--- src/rtl/irq_controller_if.sv ---
// Interrupt controller bus: device lines, software register writes,
// and the Ireq/Iack handshake with the control FSM.
interface irq_controller_if #(
    parameter int N_IRQ = 8,
    parameter int ID_W  = 3
);
    logic [N_IRQ-1:0] irq_in;
    logic             mask_we;
    logic [N_IRQ-1:0] mask_wdata;
    logic             pend_clr_we;
    logic [N_IRQ-1:0] pend_clr;
    logic             WriteIen;
    logic             Int_en;
    logic             Iack;
    logic             Ireq;
    logic [ID_W-1:0]  irq_id;
    logic [N_IRQ-1:0] pending;
    logic [N_IRQ-1:0] mask;
    logic             ien;

    modport slave (
        input  irq_in, mask_we, mask_wdata, pend_clr_we, pend_clr,
        input  WriteIen, Int_en, Iack,
        output Ireq, irq_id, pending, mask, ien
    );

    modport master (
        output irq_in, mask_we, mask_wdata, pend_clr_we, pend_clr,
        output WriteIen, Int_en, Iack,
        input  Ireq, irq_id, pending, mask, ien
    );
endinterface

--- src/rtl/irq_controller.sv ---
// Interrupt front-end: line sync, edge-latched pending, mask, global
// enable, fixed-priority grant and Ireq/Iack handshake.
module irq_controller #(
    parameter int N_IRQ = 8,
    parameter int ID_W  = 3
) (
    input  logic            clk,
    input  logic            reset,
    irq_controller_if.slave bus
);
    typedef enum logic [1:0] {IDLE, REQ, SERVICE} state_e;

    state_e           state_q;
    logic [N_IRQ-1:0] s1_q, s2_q, s3_q;
    logic [N_IRQ-1:0] pend_q, pend_d;
    logic [N_IRQ-1:0] mask_q, mask_d;
    logic [N_IRQ-1:0] rise, clr, act;
    logic             ien_q, ien_d;
    logic             ireq_q;
    logic [ID_W-1:0]  id_q, win;
    logic             ack_fire, has_win;

    assign rise     = s2_q & ~s3_q;
    assign ack_fire = (state_q == REQ) && bus.Iack;
    assign act      = pend_q & mask_q;
    assign has_win  = |act;

    // Set beats clear: rise is OR'd after the clear is applied.
    always_comb begin
        clr = '0;
        if (bus.pend_clr_we) clr = bus.pend_clr;
        if (ack_fire) clr = clr | (N_IRQ'(1) << id_q);
        pend_d = rise | (pend_q & ~clr);
        mask_d = bus.mask_we ? bus.mask_wdata : mask_q;
        ien_d  = ien_q;
        if (bus.WriteIen) ien_d = bus.Int_en;
        else if (ack_fire) ien_d = 1'b0;
    end

    // Scan high to low so the lowest active index wins.
    always_comb begin
        win = '0;
        for (int i = N_IRQ - 1; i >= 0; i--) begin
            if (act[i]) win = ID_W'(i);
        end
    end

    always_ff @(posedge clk or posedge reset) begin
        if (reset) begin
            s1_q   <= '0;
            s2_q   <= '0;
            s3_q   <= '0;
            pend_q <= '0;
            mask_q <= '0;
            ien_q  <= 1'b0;
        end else begin
            s1_q   <= bus.irq_in;
            s2_q   <= s1_q;
            s3_q   <= s2_q;
            pend_q <= pend_d;
            mask_q <= mask_d;
            ien_q  <= ien_d;
        end
    end

    always_ff @(posedge clk or posedge reset) begin
        if (reset) begin
            state_q <= IDLE;
            ireq_q  <= 1'b0;
            id_q    <= '0;
        end else begin
            case (state_q)
                IDLE: begin
                    if (ien_q && has_win) begin
                        id_q    <= win;
                        ireq_q  <= 1'b1;
                        state_q <= REQ;
                    end
                end
                REQ: begin
                    if (bus.Iack) begin
                        ireq_q  <= 1'b0;
                        state_q <= SERVICE;
                    end else if (bus.WriteIen && !bus.Int_en) begin
                        ireq_q  <= 1'b0;
                        state_q <= IDLE;
                    end
                end
                SERVICE: begin
                    if (ien_q) state_q <= IDLE;
                end
                default: begin
                    ireq_q  <= 1'b0;
                    state_q <= IDLE;
                end
            endcase
        end
    end

    assign bus.Ireq    = ireq_q;
    assign bus.irq_id  = id_q;
    assign bus.pending = pend_q;
    assign bus.mask    = mask_q;
    assign bus.ien     = ien_q;
endmodule

--- src/flat_wrapper.sv ---
// flat-port wrapper written by rule: the top's interface ports become plain ports
module irq_controller_flat 
#(
    parameter int N_IRQ = 8,
    parameter int ID_W  = 3
)
  (clk, reset, bus_irq_in, bus_mask_we, bus_mask_wdata, bus_pend_clr_we, bus_pend_clr, bus_WriteIen, bus_Int_en, bus_Iack, bus_Ireq, bus_irq_id, bus_pending, bus_mask, bus_ien);
  irq_controller_if #(.N_IRQ(N_IRQ), .ID_W(ID_W)) bus_i ();
  input  logic clk;
  input  logic reset;
  input wire logic [$bits(bus_i.irq_in)-1:0] bus_irq_in;
  input wire logic [$bits(bus_i.mask_we)-1:0] bus_mask_we;
  input wire logic [$bits(bus_i.mask_wdata)-1:0] bus_mask_wdata;
  input wire logic [$bits(bus_i.pend_clr_we)-1:0] bus_pend_clr_we;
  input wire logic [$bits(bus_i.pend_clr)-1:0] bus_pend_clr;
  input wire logic [$bits(bus_i.WriteIen)-1:0] bus_WriteIen;
  input wire logic [$bits(bus_i.Int_en)-1:0] bus_Int_en;
  input wire logic [$bits(bus_i.Iack)-1:0] bus_Iack;
  output wire logic [$bits(bus_i.Ireq)-1:0] bus_Ireq;
  output wire logic [$bits(bus_i.irq_id)-1:0] bus_irq_id;
  output wire logic [$bits(bus_i.pending)-1:0] bus_pending;
  output wire logic [$bits(bus_i.mask)-1:0] bus_mask;
  output wire logic [$bits(bus_i.ien)-1:0] bus_ien;
  assign bus_i.irq_in = bus_irq_in;
  assign bus_i.mask_we = bus_mask_we;
  assign bus_i.mask_wdata = bus_mask_wdata;
  assign bus_i.pend_clr_we = bus_pend_clr_we;
  assign bus_i.pend_clr = bus_pend_clr;
  assign bus_i.WriteIen = bus_WriteIen;
  assign bus_i.Int_en = bus_Int_en;
  assign bus_i.Iack = bus_Iack;
  assign bus_Ireq = bus_i.Ireq;
  assign bus_irq_id = bus_i.irq_id;
  assign bus_pending = bus_i.pending;
  assign bus_mask = bus_i.mask;
  assign bus_ien = bus_i.ien;
  irq_controller #(.N_IRQ(N_IRQ), .ID_W(ID_W)) u_core (.clk(clk), .reset(reset), .bus(bus_i));
endmodule
--- config.mk ---
export PLATFORM = sky130hd
export DESIGN_NAME = irq_controller_flat
export DESIGN_NICKNAME = d
export VERILOG_FILES = /design/src/rtl/irq_controller_if.sv /design/src/rtl/irq_controller.sv /design/src/flat_wrapper.sv
export SDC_FILE = /design/constraint.sdc
export NUM_CORES = 1
export LEC_CHECK = 0
export ABC_CLOCK_PERIOD_IN_PS = 4200
export BUFFER_PORTS_ARGS = -buffer_cell sky130_fd_sc_hd__buf_2
export CAP_MARGIN = 20
export CORE_AREA = 2 2 60 62
export CTS_CLUSTER_SIZE = 30
export DETAILED_ROUTE_END_ITERATION = 6
export DIE_AREA = 0 0 62 64
export GPL_TIMING_DRIVEN = 1
export PLACE_DENSITY = 0.88
export SETUP_SLACK_MARGIN = 0.5
export SLEW_MARGIN = 25
export SYNTH_ARGS = -nofsm -noshare
export SYNTH_HDL_FRONTEND = slang
export SYNTH_SLANG_ARGS = --single-unit
export TNS_END_PERCENT = 10
--- constraint.sdc ---
create_clock -name clk -period 4.2 [get_ports clk]
set_clock_uncertainty 0.2 [all_clocks]
set_input_delay 0.84 -clock clk [delete_from_list [all_inputs] [get_ports clk]]
set_output_delay 0.84 -clock clk [all_outputs]
set_load 0.005 [all_outputs]
== After elaboration in Yosys (flattened, before gate mapping) ==
Cells that the tools add are included.

* Equal/unequal tests: 5
* Shift-type cells: 1
* Mux-type cells: 21
* Bitwise logic cells: 8
* Reduce and logical (&&, ||, !) cells: 10

{| class="wikitable"
|+ Operators with widths
! operator !! number
|-
| $and A8 B8 Y8 || 3
|-
| $mux W3 || 8
|-
| $mux W8 || 2
|-
| $not A8 Y8 || 2
|-
| $or A8 B8 Y8 || 2
|-
| $mux W2 || 4
|-
| $reduce_or A8 Y1 || 1
|-
| $shl A1 B3 Y8 const A || 1
|-
| $pmux W2 S3 || 1
|-
| $reduce_and A3 Y1 || 2
|-
| $mux W1 || 5
|-
| $ne A2 B1 Y1 const B || 2
|-
| $logic_and A1 B1 Y1 || 3
|-
| $ne A3 B3 Y1 const B || 1
|-
| $pmux W1 S3 || 1
|-
| $eq A2 B1 Y1 const B || 1
|-
| $eq A2 B2 Y1 const B || 1
|-
| $logic_not A2 Y1 || 1
|-
| $reduce_and A2 Y1 || 1
|-
| $reduce_bool A2 Y1 || 1
|-
| $logic_not A1 Y1 || 1
|-
| $not A1 Y1 || 1
|}

* Bits in registers: 47
* Input bits: 31
* Word-level logic and storage cells: 54

== Depth between registers and ports, before layout ==
* Depth in word-level cells: 9
* Mapped depth: 4
* Depth with buffers taken out: 4

== Worst setup path after synthesis ==
Ideal clock, no wire load.

* Path kind: input-to-reg
* Start: input port bus_pend_clr_we
* End: register u_core.pend_q[2], in the netlist u_core.bus.pending[2]
* Setup time: 0.122 ns
* Arrival time: 1.355 ns
* Path slack: 2.523 ns
* Stages: 3
* Buffers on the path: 1
* Path through: clkbuf_1 > nand2_1 > a32o_1

* Longest elaborated chain between the ends: 6

{| class="wikitable"
|+ RTL lines
! item !! line !! RTL
|-
| start: declaration || flat_wrapper.sv:14 || <nowiki>input wire logic [$bits(bus_i.pend_clr_we)-1:0] bus_pend_clr_we;</nowiki>
|-
| $mux W8 * || irq_controller.sv:31 || <nowiki>if (bus.pend_clr_we) clr = bus.pend_clr;</nowiki>
|-
| $or A8 B8 Y8 || irq_controller.sv:32 || <nowiki>if (ack_fire) clr = clr | (N_IRQ'(1) << id_q);</nowiki>
|-
| $mux W8 * || irq_controller.sv:32 ||
|-
| $not A8 Y8 * || irq_controller.sv:33 || <nowiki>pend_d = rise | (pend_q & ~clr);</nowiki>
|-
| $and A8 B8 Y8 * || irq_controller.sv:33 ||
|-
| $or A8 B8 Y8 * || irq_controller.sv:33 ||
|-
| net u_core.pend_d[2] || irq_controller.sv:15 || <nowiki>logic [N_IRQ-1:0] pend_q, pend_d;</nowiki>
|-
| end signal: assignment || irq_controller.sv:60 || <nowiki>pend_q <= pend_d;</nowiki>
|-
| end: declaration || irq_controller.sv:15 ||
|}

The timed path passes the listed nets; every way through them passes the cells marked *.
A chain may end at the register's enable or synchronous reset.

== Worst setup path in the final report ==
* Start: register u_core.id_q[2], in the netlist u_core.bus.irq_id[2]
* End: output port bus_irq_id[2]

{| class="wikitable"
|+ RTL lines
! item !! line !! RTL
|-
| start: declaration || irq_controller.sv:20 || <nowiki>logic [ID_W-1:0] id_q, win;</nowiki>
|-
| start signal: assignment || irq_controller.sv:75 || <nowiki>id_q <= win;</nowiki>
|-
| end: declaration || flat_wrapper.sv:20 || <nowiki>output wire logic [$bits(bus_i.irq_id)-1:0] bus_irq_id;</nowiki>
|}

No word-level cell between the ends.

==> reports/summary.txt <==
Worst path cell trace - buf_2
Synth area leader - dfrtp_1
Maximum vdd drop - 0.000270 V
H-tree levels - 2
Min Hold Slack - 0.163 ns
Seq cells post-synth - 47
Slowest cell delay on critical path - 0.53 ns
RR Endpoint - u_core.state_q[0]
CTS Buf Count - 5
Total negative slack - 0 ns
Initial antenna violation count - 0
PwrDens - 499 nW/um^2
Core Region - 3280 um^2
Endpoint type of the worst setup path - output pin
TritonCTS clock tree - done
WP buf/inv - 1
Max frequency - 0.477 GHz
Mapped Cells - 134
DR iter-0 viols - 57
Hold path startpoint - u_core.s1_q[1]
Port Buffers - 51
GRT Overall Usage - 0.170
Slowest CP cell - dfrtp_1
CTS root buf - clkbuf_4
Post-route antenna net violation count - 0
Grt ovf - 0
Number of setup buffers added after CTS - 0
Routed wire per std cell - 12.9 um
Post-cts gate resize count - 0
Synth cell count leaders - dfrtp_1 (47), nand2_1 (20), inv_1 (14), mux2_2 (8), o21ai_0 (6)
Count leader, synth - dfrtp_1
R2R Path Start - u_core.bus.pending[5]
Top Ports - 52
Mapped cell area - 1730 um^2
Area post-placement - 2040 um^2
Ant. Diodes - 0
Routed WL - 3060 um
Crit path DAT - 1.06 ns
Starting density of the core - 0.527
Final Cell Area - 2120 um^2
Share of layout cells above drive strength 1 - 0.393
Avg Inst Size Synth - 12.9 um^2
Finished Core Util - 0.646
CTS Sinks - 47
First-pass GRT wire length - 4920 um
Worst-path clk slew - 0.14 ns
Setup repair after global routing missed its margin - false
Pin count of the biggest net entering global routing - 48
Via count - 1216
Drt first pass iters - 4
Worst Path Required - 3.16 ns
Hold endpoint - u_core.s2_q[1]
Max Cap Viol - 0
Leakage power - 1.05 nW
Worst skew pair latency - 0.35 ns
Bufs on Longest Clock Path - 2
Multi-input gate area - 494 um^2
Syn nets - 165
Synth area leaders - dfrtp_1 (68%), mux2_2 (5.2%), nand2_1 (4.3%)
DRC viols - 0
Vias per cell - 5.13
Final hold vios - 0
Chip height - 64 um
Worst R2R Setup Slack - 2.66 ns
Number of flops mapped to enable cells by yosys - 0
Status - complete, no violations
Synth cell types - 31
Nets@finish - 221
WHS Path Cells - 0
FP Rows - 21
Register area share after synthesis - 0.679
CP Launch Type - register
Max Slew Vio Count - 0
Hold-fix buffers, CTS - 0
Final Setup Violations - 0
Primary FF master, synth - dfrtp_1
Number of global-route vias before repair - 1166
Minimum clock period - 2.10 ns
Post-synth top area share - 0.679
Yosys warnings - 0
CP Class - reg2out
Reg2reg path depth - 4
FF/Latch Area - 1180 um^2
Period utilization - 0.499
Slew headroom - 0.498
Ys async rst share - 1.00
HP Class - reg2reg
DPL Wire Length - 2300 um
CP max FO - 8
Area growth syn-to-layout - 22.5%
Largest delay share family, worst path - flip-flops
Die W - 62 um
# fillers - 271
Actual slew at the worst max-slew pin - 0.752 ns
Die area - 3970 um^2
Final RePlAce weighted congestion - 0.839
==> how the worst max path moves through the flow <==
stage / start / to / slack (ns) / cells past startpoint
after global routing: u_core.bus.irq_id[2] / bus_irq_id[2] / 2.03 / 1
after CTS: u_core.bus.irq_id[1] / bus_irq_id[1] / 2.10 / 1
after detailed placement: bus_Iack / u_core.bus.pending[5] / 2.23 / 4
after global placement: bus_Iack / u_core.bus.pending[3] / 2.29 / 4
final: u_core.bus.irq_id[2] / bus_irq_id[2] / 2.10 / 1
after floorplan: reset / u_core.bus.Ireq / 2.04 / 1
==> registers in the layout, summed over array words and instances, names as in the netlist <==
| name | flops |
|---|---|
| u_core.s3_q | 8 |
| u_core.bus.Ireq | 1 |
| u_core.s2_q | 8 |
| u_core.state_q | 2 |
| u_core.bus.mask | 8 |
| u_core.s1_q | 8 |
| u_core.bus.pending | 8 |
| u_core.bus.irq_id | 3 |
| u_core.bus.ien | 1 |
==> per-stage QoR <==
step | total power [mW] | setup slack [ns] | cells
global placement | 0.787 | 2.29 | 229
detailed placement | 0.796 | 2.23 | 229
CTS | 1.07 | 2.10 | 237
floorplan | 0.702 | 2.04 | 134
finish | 1.06 | 2.10 | 237
global route | 1.13 | 2.03 | 237
==> power by group <==
group,switching (mW),leakage [nW],internal (mW)
combinational,0.0991,0.452,0.0985
sequential,0.0773,0.549,0.512
clock,0.143,0.0458,0.128
total,0.320,1.05,0.739
==> cell type report <==
type,instances,share of cell area
flip-flops and latches,47,0.554
multi-input cells,71,0.233
repair buffers,51,0.120
well taps,46,0.0271
inverters,14,0.0254
clock inverters,3,0.0224
clock buffers,5,0.0177
==> logic make-up after synthesis <==
logic type / Yosys count / synth area share
simple gates: 34 / 0.105
buf+inv: 16 / 0.0354
compound gates: 29 / 0.128
flops: 47 / 0.679
mux: 8 / 0.0520
==> per-layer routing <==
layer  share of wire  GRT usage
met3           0.069     0.0567
met5               0          0
met1            0.43      0.199
met2            0.50      0.275
met4               0     0.0771
==> cells in the final DEF (no fill, tap or decap), drive strengths merged, types with 2 or more instances in the layout <==
| cell | count |
|---|---|
| a22oi | 3 |
| buf | 51 |
| nor2 | 2 |
| a32o | 4 |
| inv | 14 |
| o311ai | 4 |
| nand3 | 4 |
| dfrtp | 47 |
| mux2 | 8 |
| clkinv | 2 |
| clkbuf | 5 |
| o21ai | 8 |
| nand2 | 20 |
| a21oi | 4 |
Note: power is estimated with default switching activity, not from simulation.
